<file path="src/rtl/mc_main_ctrl_pkg.sv">
// mc_main_ctrl_pkg: opcodes, aludec codes, state and mux encodings
// shared by the multi-cycle main controller and its op classifier.
package mc_main_ctrl_pkg;

  localparam logic [5:0] op_rtype  = 6'b000000;
  localparam logic [5:0] op_regimm = 6'b000001;
  localparam logic [5:0] op_j      = 6'b000010;
  localparam logic [5:0] op_jal    = 6'b000011;
  localparam logic [5:0] op_beq    = 6'b000100;
  localparam logic [5:0] op_bne    = 6'b000101;
  localparam logic [5:0] op_blez   = 6'b000110;
  localparam logic [5:0] op_bgtz   = 6'b000111;
  localparam logic [5:0] op_addi   = 6'b001000;
  localparam logic [5:0] op_addiu  = 6'b001001;
  localparam logic [5:0] op_slti   = 6'b001010;
  localparam logic [5:0] op_sltiu  = 6'b001011;
  localparam logic [5:0] op_andi   = 6'b001100;
  localparam logic [5:0] op_ori    = 6'b001101;
  localparam logic [5:0] op_xori   = 6'b001110;
  localparam logic [5:0] op_lui    = 6'b001111;
  localparam logic [5:0] op_lb     = 6'b100000;
  localparam logic [5:0] op_lh     = 6'b100001;
  localparam logic [5:0] op_lw     = 6'b100011;
  localparam logic [5:0] op_lbu    = 6'b100100;
  localparam logic [5:0] op_lhu    = 6'b100101;
  localparam logic [5:0] op_sb     = 6'b101000;
  localparam logic [5:0] op_sh     = 6'b101001;
  localparam logic [5:0] op_sw     = 6'b101011;

  localparam logic [3:0] aluop_add   = 4'd0;
  localparam logic [3:0] aluop_sub   = 4'd1;
  localparam logic [3:0] aluop_rtype = 4'd2;
  localparam logic [3:0] aluop_and   = 4'd3;
  localparam logic [3:0] aluop_or    = 4'd4;
  localparam logic [3:0] aluop_xor   = 4'd5;
  localparam logic [3:0] aluop_slt   = 4'd6;
  localparam logic [3:0] aluop_sltu  = 4'd7;
  localparam logic [3:0] aluop_lui   = 4'd8;

  localparam logic [1:0] pcsrc_alu    = 2'b00;
  localparam logic [1:0] pcsrc_aluout = 2'b01;
  localparam logic [1:0] pcsrc_jump   = 2'b10;
  localparam logic [1:0] pcsrc_exc    = 2'b11;

  localparam logic [1:0] srcb_rt    = 2'b00;
  localparam logic [1:0] srcb_four  = 2'b01;
  localparam logic [1:0] srcb_imm   = 2'b10;
  localparam logic [1:0] srcb_immsh = 2'b11;

  typedef enum logic [3:0] {
    s_idle   = 4'd0,
    s_fetch  = 4'd1,
    s_decode = 4'd2,
    s_memadr = 4'd3,
    s_memrd  = 4'd4,
    s_memwr  = 4'd5,
    s_memwb  = 4'd6,
    s_exec_r = 4'd7,
    s_exec_i = 4'd8,
    s_aluwb  = 4'd9,
    s_branch = 4'd10,
    s_jump   = 4'd11,
    s_exc    = 4'd12
  } state_t;

  typedef enum logic [2:0] {
    cl_load   = 3'd0,
    cl_store  = 3'd1,
    cl_rtype  = 3'd2,
    cl_imm    = 3'd3,
    cl_branch = 3'd4,
    cl_jump   = 3'd5,
    cl_undef  = 3'd6
  } op_class_t;

endpackage

</file>
<file path="src/rtl/mc_main_ctrl_op_class.sv">
// mc_op_class: combinational opcode classifier giving the instruction
// class for DECODE and the immediate-form aludec code for EXEC_I.
module mc_op_class
  import mc_main_ctrl_pkg::*;
(
  input  logic [5:0] op,
  output op_class_t  cls,
  output logic [3:0] aluop
);

  always_comb begin
    cls = cl_undef;
    unique case (1'b1)
      (op inside {op_lb, op_lbu, op_lh, op_lhu, op_lw}):
        cls = cl_load;
      (op inside {op_sb, op_sh, op_sw}):
        cls = cl_store;
      (op == op_rtype):
        cls = cl_rtype;
      (op inside {op_addi, op_addiu, op_slti, op_sltiu,
                  op_andi, op_ori, op_xori, op_lui}):
        cls = cl_imm;
      (op inside {op_beq, op_bne, op_blez, op_bgtz, op_regimm}):
        cls = cl_branch;
      (op inside {op_j, op_jal}):
        cls = cl_jump;
      default:
        cls = cl_undef;
    endcase
  end

  always_comb begin
    aluop = aluop_add;
    unique case (op)
      op_slti:  aluop = aluop_slt;
      op_sltiu: aluop = aluop_sltu;
      op_andi:  aluop = aluop_and;
      op_ori:   aluop = aluop_or;
      op_xori:  aluop = aluop_xor;
      op_lui:   aluop = aluop_lui;
      default:  aluop = aluop_add;
    endcase
  end

endmodule

</file>
<file path="src/rtl/mc_main_ctrl.sv">
// mc_main_ctrl: multi-cycle MIPS main controller with memory handshake
// and wait-state timeout. MC_MAIN_CTRL_RI_EXC_EN adds the RI exception.
module mc_main_ctrl
  import mc_main_ctrl_pkg::*;
#(
  parameter int ALUOP_W     = 4,
  parameter int MEM_TIMEOUT = 16,
  parameter int CNT_W       = $clog2(MEM_TIMEOUT + 1)
) (
  input  logic               clk,
  input  logic               rst,
  input  logic [5:0]         op,
  input  logic               hold,
  input  logic               mem_ack,
  output logic               mem_req,
  output logic               mem_we,
  output logic               iord,
  output logic               ir_write,
  output logic               pc_write,
  output logic               branch,
  output logic [1:0]         pcsrc,
  output logic               alusrca,
  output logic [1:0]         alusrcb,
  output logic               regdst,
  output logic               memtoreg,
  output logic               regwrite,
  output logic [ALUOP_W-1:0] aluop,
  output logic               bus_err
`ifdef MC_MAIN_CTRL_RI_EXC_EN
  ,
  output logic               ri_exc
`endif
);

  localparam int CW = (CNT_W < 1) ? 1 : CNT_W;
  localparam int TL = (MEM_TIMEOUT == 0) ? 0 : MEM_TIMEOUT - 1;
  localparam logic [CW-1:0] to_last = CW'(TL);

  state_t          state;
  logic [CW-1:0]   cnt;
  logic            rd_flag;
  logic            err_q;
  op_class_t       cls;
  logic [3:0]      imm_alu;
  logic [3:0]      alu_code;
  logic            memst;
  logic            tmo;

  mc_op_class u_class (
    .op    (op),
    .cls   (cls),
    .aluop (imm_alu)
  );

  assign memst = (state == s_fetch) ||
                 (state == s_memrd) ||
                 (state == s_memwr);
  assign tmo   = (MEM_TIMEOUT != 0) && (cnt == to_last);

  always_ff @(posedge clk) begin
    if (rst) begin
      state   <= s_idle;
      cnt     <= '0;
      rd_flag <= 1'b0;
      err_q   <= 1'b0;
    end else if (!hold) begin
      err_q <= 1'b0;
      if (memst) begin
        // ack beats a timeout landing in the same cycle
        if (mem_ack) begin
          cnt <= '0;
          unique case (state)
            s_fetch: state <= s_decode;
            s_memrd: state <= s_memwb;
            default: state <= s_fetch;
          endcase
        end else if (tmo) begin
          cnt   <= '0;
          err_q <= 1'b1;
          state <= s_fetch;
        end else if (cnt != '1) begin
          cnt <= cnt + CW'(1);
        end
      end else begin
        cnt <= '0;
        unique case (state)
          s_idle:   state <= s_fetch;
          s_decode: begin
            unique case (cls)
              cl_load,
              cl_store:  state <= s_memadr;
              cl_rtype:  state <= s_exec_r;
              cl_imm:    state <= s_exec_i;
              cl_branch: state <= s_branch;
              cl_jump:   state <= s_jump;
`ifdef MC_MAIN_CTRL_RI_EXC_EN
              default:   state <= s_exc;
`else
              default:   state <= s_fetch;
`endif
            endcase
          end
          s_memadr: begin
            if (cls == cl_load) state <= s_memrd;
            else                state <= s_memwr;
          end
          s_exec_r: begin
            rd_flag <= 1'b1;
            state   <= s_aluwb;
          end
          s_exec_i: begin
            rd_flag <= 1'b0;
            state   <= s_aluwb;
          end
          s_memwb,
          s_aluwb,
          s_branch,
          s_jump,
          s_exc:    state <= s_fetch;
          default:  state <= s_idle;
        endcase
      end
    end
  end

  always_comb begin
    mem_req  = 1'b0;
    mem_we   = 1'b0;
    iord     = 1'b0;
    ir_write = 1'b0;
    pc_write = 1'b0;
    branch   = 1'b0;
    pcsrc    = pcsrc_alu;
    alusrca  = 1'b0;
    alusrcb  = srcb_rt;
    regdst   = 1'b0;
    memtoreg = 1'b0;
    regwrite = 1'b0;
    alu_code = aluop_add;
`ifdef MC_MAIN_CTRL_RI_EXC_EN
    ri_exc   = 1'b0;
`endif
    unique case (state)
      s_fetch: begin
        mem_req  = 1'b1;
        alusrcb  = srcb_four;
        ir_write = mem_ack & ~hold;
        pc_write = mem_ack & ~hold;
      end
      s_decode: alusrcb = srcb_immsh;
      s_memadr: begin
        alusrca = 1'b1;
        alusrcb = srcb_imm;
      end
      s_memrd: begin
        mem_req = 1'b1;
        iord    = 1'b1;
      end
      s_memwr: begin
        mem_req = 1'b1;
        mem_we  = 1'b1;
        iord    = 1'b1;
      end
      s_memwb: begin
        memtoreg = 1'b1;
        regwrite = ~hold;
      end
      s_exec_r: begin
        alusrca  = 1'b1;
        alu_code = aluop_rtype;
      end
      s_exec_i: begin
        alusrca  = 1'b1;
        alusrcb  = srcb_imm;
        alu_code = imm_alu;
      end
      s_aluwb: begin
        regdst   = rd_flag;
        regwrite = ~hold;
      end
      s_branch: begin
        alusrca  = 1'b1;
        alu_code = aluop_sub;
        branch   = 1'b1;
        pcsrc    = pcsrc_aluout;
      end
      s_jump: begin
        pc_write = ~hold;
        pcsrc    = pcsrc_jump;
      end
`ifdef MC_MAIN_CTRL_RI_EXC_EN
      s_exc: begin
        ri_exc   = 1'b1;
        pc_write = ~hold;
        pcsrc    = pcsrc_exc;
      end
`endif
      default: ;
    endcase
  end

  assign aluop   = ALUOP_W'(alu_code);
  assign bus_err = err_q & ~hold;

endmodule

</file>
<file path="config.mk">
export PLATFORM = sky130hd
export DESIGN_NAME = mc_main_ctrl
export DESIGN_NICKNAME = d
export VERILOG_FILES = /design/src/rtl/mc_main_ctrl_pkg.sv /design/src/rtl/mc_main_ctrl_op_class.sv /design/src/rtl/mc_main_ctrl.sv
export SDC_FILE = /design/constraint.sdc
export NUM_CORES = 1
export LEC_CHECK = 0
export BUFFER_PORTS_ARGS = -buffer_cell sky130_fd_sc_hd__buf_4
export CORE_UTILIZATION = 35
export DETAILED_ROUTE_END_ITERATION = 7
export PLACE_DENSITY_LB_ADDON = 0.05
export SLEW_MARGIN = 20
export SYNTH_ARGS = -nofsm -noshare
export SYNTH_HDL_FRONTEND = slang
export SYNTH_SLANG_ARGS = --single-unit
</file>
<file path="constraint.sdc">
create_clock -name clk -period 4.36 [get_ports clk]
set_input_delay 1.09 -clock clk [delete_from_list [all_inputs] [get_ports clk]]
set_output_delay 1.09 -clock clk [all_outputs]
set_load 0.05 [all_outputs]
</file>
==> results.md <==
- Net Switching: roughly 0.00013 W
- Unrepaired setup endpoints after global routing: false
- Distinct cells, synth: between 40 and 50
- Syn_area_per_cell: between 7 and 8 µm²
- Slew Limit Fails: 0
- Vias in the first global route: around 1,000
- Most used flip-flop cell after synthesis: dfxtp_1
- WS Path Type: in -> out
- FP Rows: 20
- Final #Nets: 193
- Area grow syn2layout: 21.3%
- Router iterations before antenna repair: 4
- DP Wirelength: roughly 2300 µm
- Port bufs: 28
- Slew @ Worst Pin: about 690 ps
- Yosys reg bits: 11
- Clock Skew: 5.59 ps
- Clock Pin Slew Worst Setup and Hold Paths: roughly 70 ps
- Placed Cells: about 220
- Slew headroom: 0.540
- CP Capture Type: primary output
- Async set-or-reset flop fraction in the synthesized netlist: 0
- Synthesis Warnings: 0
- Final setup viols: 0
- Layout cell share with drive strength beyond 1: 0.212
- Pwr/cell area: about 230 nW/µm²
- Clock latency on the worst-skew pair: around 270 ps
- Top cell type's share of synthesized area: 0.198
- Min-Delay Path Class: reg -> reg
- Hold Path Stages: 2
- CP arrival: 2170 ps
- First-pass GRT wire length: between 4000 and 5000 µm
- Net Sw Frac: 0.419
- DP Worst Slack: between 1000 and 1500 ps
- DR vias/cell: about 5.4
- Post-synthesis instance total: roughly 160
- Vias: ~1.2k
- Syn nets: about 170
- Crit path launch type: input port
- Synth area leader: dfxtp_1
- Synth top cells by count: nor2_1 (24), dfxtp_1 (11), a21oi_1 (9), nand2_1 (9), nor3_1 (9)
- Post-synth EDFFs: 0
- CTS tree: built
- Achievable Freq: between 0.3 and 0.4 GHz
- Logic pwr share: 0.410
- Post_cts resized: 0
- Final Util: 0.445
- Final period util: 0.748
- Clk buf depth: 2
- Clk network pwr share: 0.226
- Diodes inserted: 0
- Initial Util: 0.367
- Routed length per instance: 13.5 µm
- # DRC: 0
- ANT nets after route: 0
- GRT Util Overall: 0.185
- Chip Height: 58.3 µm
- Tmin final: 3260 ps
- Grt ovf: 0
- Non-Filler Instances: approximately 220
- Status: finished clean
- Maximum number of pins on one net before global-route repair: 15
- Crit Path Max Fanout: 8
- Worst reg-to-reg path cell count: 5
- Root Buffer: clkbuf_4
- Die ar.: ~3400 µm²
- Die Wd: just under 60 µm
- CTS Sinks: 11
- Fillers: approximately 320
- CTS Buf Count: 3
- Register area: between 200 and 250 µm²
- Sequential share of power: 0.364
- Initial antenna violation count: 0
- Ranking of synthesized cells by area: dfxtp_1 (20%), nor2_1 (8.1%), nor2b_1 (4.5%), a21oi_1 (4.1%), nor3_1 (4.1%)
- DRT iter0 DRCs: 49
- CORE AREA: roughly 3000 µm²
- Mapped Area: 1110 µm²
- Multi-input combinational cell area: 808 µm²
- Max_cap viols: 0
- PnR worst setup slack: around 1100 ps
- Final Wtd Congestion: 0.781
- Worst Path Required: between 3000 and 4000 ps
- Setup bufs post-CTS: 0
- H-tree depth: 1
- Leakage: 0.527 nW
- Hold_buf cts: 0
- Final TNS setup: 0 ps
- Sequential element share of the synthesized area: 0.198
- Maximum vdd drop: between 100 and 150 µV
- Pint: roughly 0.00018 W
- Top Ports: 29
- Leading cell type by number of instances after synthesis: nor2_1
- Final Hold Fails: 0
- Routed wire length: about 3000 µm
## registers in the layout (all words and copies together), names as in the netlist
register  count
state         4
cnt           5
rd_flag       1
err_q         1
## power by group through the flow
stage                     sequential (W)  combinational [W]   clock, W
after global placement          0.000117           0.000129          0
after floorplan                 0.000109           0.000102          0
after global routing            0.000116           0.000141  0.0000834
after CTS                       0.000115           0.000130  0.0000761
after detailed placement        0.000117           0.000130          0
final                           0.000115           0.000130  0.0000714
## through the flow
step                hold slack, ps  instance area, µm²  total power (W)
floorplan                      449                1110         0.000211
global placement               459                1320         0.000245
detailed placement             471                1320         0.000247
CTS                            481                1350         0.000321
global route                   513                1350         0.000340
finish                         479                1350         0.000316
## routing by layer
| metal | global-route usage | vias up | wire [µm] |
|---|---|---|---|
| li1 | - | 621 | - |
| met1 | 0.284 | 543 | 1560 |
| met2 | 0.251 | 39 | 1240 |
| met3 | 0.0527 | 2 | 204 |
| met4 | 0.0408 | 0 | 12 |
| met5 | 0 | - | 0 |
## cell usage in the layout (no fill, tap or decap), types with 2 or more instances in the layout
cell type / netlist / routed
a211oi_1: 2 / 2
a211oi_2: 2 / 2
a21oi_1: 9 / 9
a22oi_1: 4 / 4
a31oi_1: 3 / 3
buf_4: 1 / 28
clkbuf_4: 0 / 3
dfxtp_1: 11 / 11
ha_1: 3 / 3
inv_1: 7 / 7
nand2_1: 9 / 9
nand2b_1: 5 / 5
nand3_1: 2 / 2
nand4_1: 4 / 4
nor2_1: 24 / 24
nor2b_1: 8 / 8
nor3_1: 9 / 9
nor3_2: 2 / 2
nor4_1: 2 / 2
nor4b_1: 2 / 2
o21a_1: 2 / 2
o21ai_0: 7 / 7
o21ai_1: 3 / 3
o21bai_1: 2 / 2
o221ai_1: 2 / 2
o22ai_1: 2 / 2
or2_1: 2 / 2
xnor2_1: 3 / 3
xor2_1: 2 / 2
## layout make-up
cell class	count	area share
inverters	7	0.0195
multi-input cells	129	0.600
clock buffers	4	0.0195
repair buffers	28	0.156
well taps	44	0.0409
flip-flops and latches	11	0.164
## critical path: stages
cell and delay, ps:
buf_4 140, nor2_1 280, nand4_1 230, o22ai_1 210
buf_4 230
## cells by family after synthesis
| kind of cell | synth area share |
|---|---|
| simple gates | 0.353 |
| compound gates | 0.293 |
| buf+inv | 0.0733 |
| flops | 0.198 |
| xor+xnor | 0.0395 |
| fa+ha+maj | 0.0338 |
| mux | 0.00902 |
## final timing paths
path | startpoint | end | slack, ps
worst max register to register | state[2]$_SDFFE_PP0P_ | state[1]$_SDFFE_PP0P_ | 2360
worst min-delay path | cnt[1]$_SDFFE_PP0P_ | cnt[1]$_SDFFE_PP0P_ | 480
worst min register to register | cnt[1]$_SDFFE_PP0P_ | cnt[1]$_SDFFE_PP0P_ | 480
worst max-delay path | op[4] | aluop[1] | 1100
Power figures use the tool's default switching activity.
